File: src/rtl/frame_color_classifier.sv
// frame_color_classifier: scans an RGB332 frame buffer and reports its dominant colour.
// Pixels are counted per strictly dominant channel; the largest qualifying count wins.
module frame_color_classifier #(
   parameter int AW      = 15,
   parameter int DW      = 8,
   parameter int NUM_PX  = 19200,
   parameter int MIN_LVL = 3,
   parameter int MIN_PX  = 1920
) (
   input  logic          clk,
   input  logic          rst,
   input  logic          init,
   input  logic [DW-1:0] data,
   output logic [AW-1:0] addr,
   output logic          busy,
   output logic          done,
   output logic [2:0]    res
);
   typedef enum logic [2:0] {IDLE, READ, DRAIN, DECIDE, DONE} state_t;
   localparam logic [AW-1:0] LAST = AW'(NUM_PX - 1);
   localparam logic [AW-1:0] MINP = AW'(MIN_PX);
   localparam logic [2:0]    LVL  = 3'(MIN_LVL);
   state_t          r_state, w_next;
   logic            r_vld;
   logic [AW-1:0]   r_cr, r_cg, r_cb, w_win;
   logic [2:0]      w_r, w_g, w_b, w_pick, w_res;
   logic            w_red, w_grn, w_blu;
   assign w_r   = data[7:5];
   assign w_g   = data[4:2];
   assign w_b   = {data[1:0], data[1]};
   assign w_red = (w_r > w_g) && (w_r > w_b) && (w_r >= LVL);
   assign w_grn = (w_g > w_r) && (w_g > w_b) && (w_g >= LVL);
   assign w_blu = (w_b > w_r) && (w_b > w_g) && (w_b >= LVL);
   // Ties between counts resolve red > green > blue.
   assign w_pick = (r_cr >= r_cg && r_cr >= r_cb) ? 3'b100 : (r_cg >= r_cb) ? 3'b010 : 3'b001;
   assign w_win  = w_pick[2] ? r_cr : w_pick[1] ? r_cg : r_cb;
   assign w_res  = (w_win < MINP) ? 3'b000 : w_pick;
   always_comb begin
      w_next = r_state;
      busy   = 1'b0;
      done   = 1'b0;
      unique case (r_state)
         IDLE:   w_next = init ? READ : IDLE;
         READ:   begin
            busy   = 1'b1;
            w_next = (addr == LAST) ? DRAIN : READ;
         end
         DRAIN:  begin
            busy   = 1'b1;
            w_next = DECIDE;
         end
         DECIDE: begin
            busy   = 1'b1;
            w_next = DONE;
         end
         DONE:   begin
            done   = 1'b1;
            w_next = IDLE;
         end
         default: w_next = IDLE;
      endcase
   end
   always_ff @(posedge clk or negedge rst) begin
      if (!rst) begin
         r_state <= IDLE;
         addr    <= '0;
         r_vld   <= 1'b0;
         r_cr    <= '0;
         r_cg    <= '0;
         r_cb    <= '0;
         res     <= 3'b000;
      end else begin
         r_state <= w_next;
         r_vld   <= (r_state == READ);
         // Pixel data lags its address by one cycle, hence the valid delay.
         if (r_state == IDLE && init) begin
            addr <= '0;
            r_cr <= '0;
            r_cg <= '0;
            r_cb <= '0;
         end else begin
            if (r_state == READ && addr != LAST) addr <= addr + 1'b1;
            if (r_vld) begin
               r_cr <= r_cr + AW'(w_red);
               r_cg <= r_cg + AW'(w_grn);
               r_cb <= r_cb + AW'(w_blu);
            end
         end
         if (r_state == DECIDE) res <= w_res;
      end
   end
endmodule

File: config.mk
export PLATFORM = sky130hd
export DESIGN_NAME = frame_color_classifier
export DESIGN_NICKNAME = d
export VERILOG_FILES = /design/src/rtl/frame_color_classifier.sv
export SDC_FILE = /design/constraint.sdc
export NUM_CORES = 1
export LEC_CHECK = 0
export ABC_AREA = 1
export ABC_CLOCK_PERIOD_IN_PS = 5400
export BUFFER_PORTS_ARGS = -buffer_cell sky130_fd_sc_hd__buf_2
export CAP_MARGIN = 20
export CORE_MARGIN = 4
export CORE_UTILIZATION = 44
export DETAILED_ROUTE_END_ITERATION = 10
export PLACE_DENSITY = 0.63
export SLEW_MARGIN = 20
export SYNTH_ARGS = -nofsm -noshare
export SYNTH_HDL_FRONTEND = slang
export SYNTH_SLANG_ARGS = --single-unit
File: constraint.sdc
create_clock -name clk -period 5.4 [get_ports clk]
set_input_delay 0 -clock clk [delete_from_list [all_inputs] [get_ports clk]]
set_output_delay 0 -clock clk [all_outputs]
set_load 0.01 [all_outputs]
==> run metrics, run 1 <==
Post-DRT Antenna Nets 0; Skew-Pair Late Insertion Delay 360 ps; Yosys warning count 0; post-CTS setup-driven buffer insertion count 0; maximum resistive drop on vdd 0.175 mV; TNS Setup 0 ps; Critical Path Sink Type register; Rows 38; half-perimeter wire length of the detailed placement result 8.63 mm; last element of the critical path r_cr[14]; TritonCTS Sinks 67; global route total overflow 0; number of register bits inferred by synthesis 67; mean instance size in the synthesized netlist 7.64 um^2; count of cells along the worst register-to-register path 14; startpoint type of the worst setup path input port; Synth-to-Final Area Change 10.6%; cell count after synthesis 640; Final Hold Viols 0; unrepaired setup endpoints after global routing false; Min Clock Period, post-route 2390 ps; starting density of the core 45.1%; peak fanout along the critical path 3; placeable core region 10,800 um^2; setup violators final 0; endpoint of the worst register-to-register path res[2]; period utilization 44.2%; largest buffer count on any clock path 2; Clock Tree Root sky130_fd_sc_hd__clkbuf_8; Total Nets Final 747; Leak 2.86 nW; power per cell area 299 nW/um^2; TritonCTS clock tree yes; Max transition margin 37.4%; reg-to-reg startpoint r_cr[6]; net count after synthesis 712; average wire length per cell after detail routing 14.2 um; number of max-slew violations in the final report 0; peak clock frequency supported by timing 0.419 GHz; Hold Path Class input port to register; vias in the first global route 4,110; area of the die 12,900 um^2; Via-to-Cell Ratio 5.25; part of the Yosys area used for sequential elements 34.3%; clock buffers created by TritonCTS 9; Crit Path Category input port to register; count of H-tree levels built during CTS 3; clock skew 7.61 ps; # resized after CTS 0; status completed; global-route wire length before repair 19.9 mm; Final Cell Area 5410 um^2; die outline width 113 um; chip height 113 um; drt pass-1 iters 5; launching instance or port of the critical path data[7]; overall via count from detail_route 4,293; number of distinct library cell variants in the gate-level netlist after synthesis 41; quantity of hold-fixing buffers added after cts 1; Clk pin slew, worst setup/hold paths 70 ps; data required time at the worst endpoint 5640 ps; antenna violations before repair 0; Post-Place Cell Area 5180 um^2; fraction of final layout cells with drive strength greater than 1 11.2%; weighted congestion at the end of routability-driven global placement 0.932; pin count of the biggest net entering global routing 68; All-Layer GR Usage 19.3%; IO buf count 30; count of routing violations after the opening detailed-route iteration 305; Worst Tran Pin Value 939 ps; data arrival time of the critical path 2630 ps; PnR Total Power 0.00162 W; flop-to-flop setup slack 3120 ps; top-level I/O count 31; count of inserted antenna diode cells 0; number of maximum-capacitance constraint violations 0; final routed DRC violation total 0; drt total wl 11.6 mm; Cell Area, Synth 4890 um^2
## stage by stage
stage / utilization, % / std cells / hold WS, ps / setup WS [ps]
floorplan: - / 640 / -296 / 3190
global placement: 47.8 / 803 / 257 / 2850
detailed placement: 47.8 / 803 / 275 / 2670
CTS: 49.9 / 818 / 202 / 3030
global route: 49.9 / 818 / 275 / 2730
finish: 49.9 / 818 / 225 / 3010
## cells in the final DEF (no fill, tap or decap), types with 2 or more instances in the layout
cell type / count
sky130_fd_sc_hd__o31ai_1: 7
sky130_fd_sc_hd__nor2_1: 52
sky130_fd_sc_hd__dfrtp_1: 67
sky130_fd_sc_hd__nand2_1: 136
sky130_fd_sc_hd__xnor2_1: 2
sky130_fd_sc_hd__bufinv_16: 2
sky130_fd_sc_hd__nor2_2: 7
sky130_fd_sc_hd__nor4_1: 4
sky130_fd_sc_hd__xor2_1: 7
sky130_fd_sc_hd__o21ai_1: 3
sky130_fd_sc_hd__nand3_2: 3
sky130_fd_sc_hd__o221a_2: 2
sky130_fd_sc_hd__a21oi_1: 52
sky130_fd_sc_hd__clkbuf_8: 11
sky130_fd_sc_hd__nand3b_1: 4
sky130_fd_sc_hd__nand3_1: 29
sky130_fd_sc_hd__nor3b_1: 2
sky130_fd_sc_hd__inv_1: 98
sky130_fd_sc_hd__buf_4: 2
sky130_fd_sc_hd__o21ai_0: 26
sky130_fd_sc_hd__ha_1: 61
sky130_fd_sc_hd__a31oi_1: 8
sky130_fd_sc_hd__nand2_2: 5
sky130_fd_sc_hd__nand4_1: 14
sky130_fd_sc_hd__nor3_1: 21
sky130_fd_sc_hd__buf_2: 30
sky130_fd_sc_hd__nor3_2: 7
## flip-flops by register name, summed over array words and instances (netlist names)
register  flops
addr         15
r_state       3
r_vld         1
r_cr         15
r_cg         15
res           3
r_cb         15
## area by class of cell
class | instances | area (um^2)
clock buffer | 12 | 155
clock inverter | 2 | 60.1
fill | 1071 | 5430
inverter | 100 | 378
multi-input combinational | 464 | 2790
sequential | 67 | 1680
tap | 140 | 175
timing repair buffer | 33 | 175
## cells by family (layout without fill, tap and decap cells)
family	Yosys count	after routing	synth area share (%)
and+or+nand+nor	289	289	27.7
buffers and inverters	109	147	8.72
AOI/OAI and AO/OA	105	105	12.1
DFF	67	67	34.3
adders and majority gates	61	61	15.6
xor gates and xnor gates	9	9	1.61
## power by group
group	internal [W]	switching, W	leakage (nW)
Sequential	0.000569	0.0000812	0.757
Clock	0.000281	0.000197	0.109
Combinational	0.000196	0.000292	1.99
## worst min path at each step
stage	depth (start not counted)	end	from	slack [ps]
finish	6	r_cb[0]	data[1]	220
global route	6	r_cb[0]	data[1]	280
CTS	6	r_cb[0]	data[1]	200
detailed placement	2	r_cr[0]	rst	280
global placement	2	r_cr[2]	rst	260
floorplan	0	addr[0]	rst	-300
## metal layers
metal	GRT usage (%)	vias up	share of wire [%]
met2	30.1	108	44
met4	5.61	0	1.6
li1	-	2200	-
met5	0	-	0
met1	26.4	1970	49
met3	5.04	15	4.9
## cells in the mapped netlist, drive strengths merged
cell / number / area (um^2)
nand2: 142 / 553
inv: 100 / 378
dfrtp: 67 / 1680
ha: 61 / 763
nor2: 61 / 270
a21oi: 52 / 260
nand3: 32 / 175
nor3: 29 / 191
o21ai: 29 / 145
nand4: 14 / 87.6
a31oi: 8 / 50.1
o31ai: 7 / 52.6
xor2: 7 / 61.3
buf: 5 / 33.8
clkbuf: 4 / 15.0
nand3b: 4 / 30.0
nor4: 4 / 25.0
a211oi: 2 / 20.0
nor3b: 2 / 15.0
o221a: 2 / 22.5
xnor2: 2 / 17.5
a21o: 1 / 7.51
a22o: 1 / 8.76
a311oi: 1 / 8.76
and3: 1 / 6.26
o211a: 1 / 10.0
o21a: 1 / 7.51
## worst max-delay path: stages
cell	delay [ps]
sky130_fd_sc_hd__buf_2	90
sky130_fd_sc_hd__inv_1	60
sky130_fd_sc_hd__ha_1	310
sky130_fd_sc_hd__a21oi_1	160
sky130_fd_sc_hd__o21ai_0	130
sky130_fd_sc_hd__nor3_1	280
sky130_fd_sc_hd__ha_1	230
sky130_fd_sc_hd__ha_1	170
sky130_fd_sc_hd__nand2_2	70
sky130_fd_sc_hd__nor2_2	180
sky130_fd_sc_hd__nand2_1	80
sky130_fd_sc_hd__nor2_2	140
sky130_fd_sc_hd__nand2_2	90
sky130_fd_sc_hd__nor2_4	130
sky130_fd_sc_hd__nand2_2	70
sky130_fd_sc_hd__nor3_2	140
sky130_fd_sc_hd__nand2_1	100
sky130_fd_sc_hd__o21ai_1	140
sky130_fd_sc_hd__a21oi_1	60
(Power assumes the default switching activity.)
==> inputs of run 2 (changes only) <==
ABC_CLOCK_PERIOD_IN_PS = 2450   (was 5400)
clock period = 2.45 ns   (was 5.4 ns; I/O delays follow)
==> run 2 against run 1 <==
Effect of this change:
- final area grew 3.2%
- flip-flop and latch count unchanged
- register-to-register slack got worse by 2800 ps
- power up 120%
- sequential power is 120% higher
- routed wire length is 2.9% higher
- sequential share of layout area shrank 0.85 points
- first-iteration DRC count down 16%
- non-clock buffer count grew 19
- critical endpoint unchanged
==> run metrics, run 2 (synthesis gave the netlist of run 1 again) <==
number of maximum-capacitance constraint violations 0; final routed DRC violation total 0; count of inserted antenna diode cells 0; setup violators final 0; TNS Setup 0 ps; global-route wire length before repair 21.0 mm; pin count of the biggest net entering global routing 40; maximum resistive drop on vdd 0.357 mV; core occupancy in the finished layout 51.5%; TritonCTS clock tree yes; reg-to-reg startpoint r_cg[14]; Max transition margin 36.0%; count of routing violations after the opening detailed-route iteration 256; power per cell area 642 nW/um^2; Critical Path Sink Type register; TritonCTS Sinks 67; vias in the first global route 4,408; IO buf count 30; area of the die 12,900 um^2; Skew-Pair Late Insertion Delay 370 ps; topmost layer with routed signal wires met4; drt pass-1 iters 5; starting density of the core 45.1%; half-perimeter wire length of the detailed placement result 9.43 mm; met2 wire length 5.50 mm; startpoint type of the worst setup path input port; Clk pin slew, worst setup/hold paths 70 ps; final cell count without fillers 839; Clock Tree Root sky130_fd_sc_hd__clkbuf_8; unrepaired setup endpoints after global routing false; overall via count from detail_route 4,404; clock buffers created by TritonCTS 9; All-Layer GR Usage 20.2%; Final Hold Viols 0; WL met1 5.65 mm; data arrival time of the critical path 2440 ps; top-level I/O count 31; Via-to-Cell Ratio 5.25; Rows 38; hold path startpoint data[1]; peak clock frequency supported by timing 0.458 GHz; number of max-slew violations in the final report 0; largest buffer count on any clock path 2; Hold Path Class input port to register; PnR Total Power 0.00359 W; average wire length per cell after detail routing 14.3 um; weighted congestion at the end of routability-driven global placement 0.961; die outline width 113 um; Crit Path Category input port to register; status completed; most frequent cells in the layout 135 x sky130_fd_sc_hd__nand2_1, 98 x sky130_fd_sc_hd__inv_1, 62 x sky130_fd_sc_hd__dfrtp_1, 60 x sky130_fd_sc_hd__ha_1, 52 x sky130_fd_sc_hd__a21oi_1; global route total overflow 0; data required time at the worst endpoint 2700 ps; routed length on met3 580 um; fraction of final layout cells with drive strength greater than 1 15.3%; peak fanout along the critical path 3; clock skew 7.04 ps; count of H-tree levels built during CTS 3; antenna violations before repair 0; placeable core region 10,800 um^2; chip height 113 um; launching instance or port of the critical path data[7]; Total Nets Final 766; Leak 2.95 nW; Synth-to-Final Area Change 14.1%; Min Clock Period, post-route 2180 ps; period utilization 89.1%; final critical-path setup slack 267 ps; drt total wl 12.0 mm; instance count after placement with tap cells included 821; leading cell type in the layout, fill and taps excluded sky130_fd_sc_hd__nand2_1; Post-DRT Antenna Nets 0; Worst Tran Pin Value 960 ps; dpl ws -174 ps
-- run 2: cell count changes in the layout (fill, tap and decap cells not counted), sizes merged --
cell      before  now
buf           32   51
clkbuf        12    9
clkinv         0    2
clkinvlp       0    2
inv          100  101
-- run 2: power breakdown --
| part | switching, W | internal (W) | total [W] |
|---|---|---|---|
| clock | 0.000484 | 0.000579 | 0.00106 |
| sequential | 0.000185 | 0.00125 | 0.00144 |
| combinational | 0.000637 | 0.000446 | 0.00108 |
| total | 0.00131 | 0.00228 | 0.00359 |
-- run 2: layer usage --
layer / track usage, % / vias up
met2: 33.0 / 95
met1: 26.4 / 2047
met5: 0 / -
li1: - / 2239
met3: 5.15 / 23
met4: 6.25 / 0
-- run 2: worst max-delay path, cell delays in order --
cell	delay, ps
sky130_fd_sc_hd__buf_2	100
sky130_fd_sc_hd__inv_1	60
sky130_fd_sc_hd__ha_1	310
sky130_fd_sc_hd__a21oi_1	160
sky130_fd_sc_hd__o21ai_1	110
sky130_fd_sc_hd__nor3_1	200
sky130_fd_sc_hd__ha_1	200
sky130_fd_sc_hd__ha_1	170
sky130_fd_sc_hd__nand2_2	70
sky130_fd_sc_hd__nor2_2	180
sky130_fd_sc_hd__nand2_1	90
sky130_fd_sc_hd__nor2_2	140
sky130_fd_sc_hd__nand2_2	90
sky130_fd_sc_hd__nor2_4	110
sky130_fd_sc_hd__nand2_2	70
sky130_fd_sc_hd__nor3_2	130
sky130_fd_sc_hd__nand2_1	90
sky130_fd_sc_hd__o21ai_1	130
sky130_fd_sc_hd__a21oi_1	50
-- run 2: repair_timing --
item | CTS | global route
buffers inserted | 0 | 1
gates resized for setup | 0 | 12
hold buffers | 1 | 0
endpoints found under the setup margin | 0 | 10
endpoints found under the hold margin | 35 | 0
-- run 2: area by class of cell --
type,count,area (um^2)
flip-flops and latches,67,1680
repair buffers,52,318
multi-input cells,464,2800
clock buffers,9,124
fillers,1091,5260
inverters,100,378
clock inverters,7,101
well taps,140,175
-- run 2: path summary, 6_finish.rpt --
check                           end  slack, ps  cells past startpoint
max in group asynchronous   r_cb[5]       1410                      3
max reg2reg                  res[2]        330                     15
min in group asynchronous   r_cr[3]        320                      2
max                        r_cr[14]        270                     19
min reg2reg                r_cb[14]        480                      1
min                         r_cb[0]        190                      6
-- run 2: per-stage QoR --
stage               hold slack, ps  area (um^2)
global route                   224         5580
finish                         190         5580
global placement               201         5320
detailed placement             212         5320
floorplan                     -296         4890
CTS                            169         5550
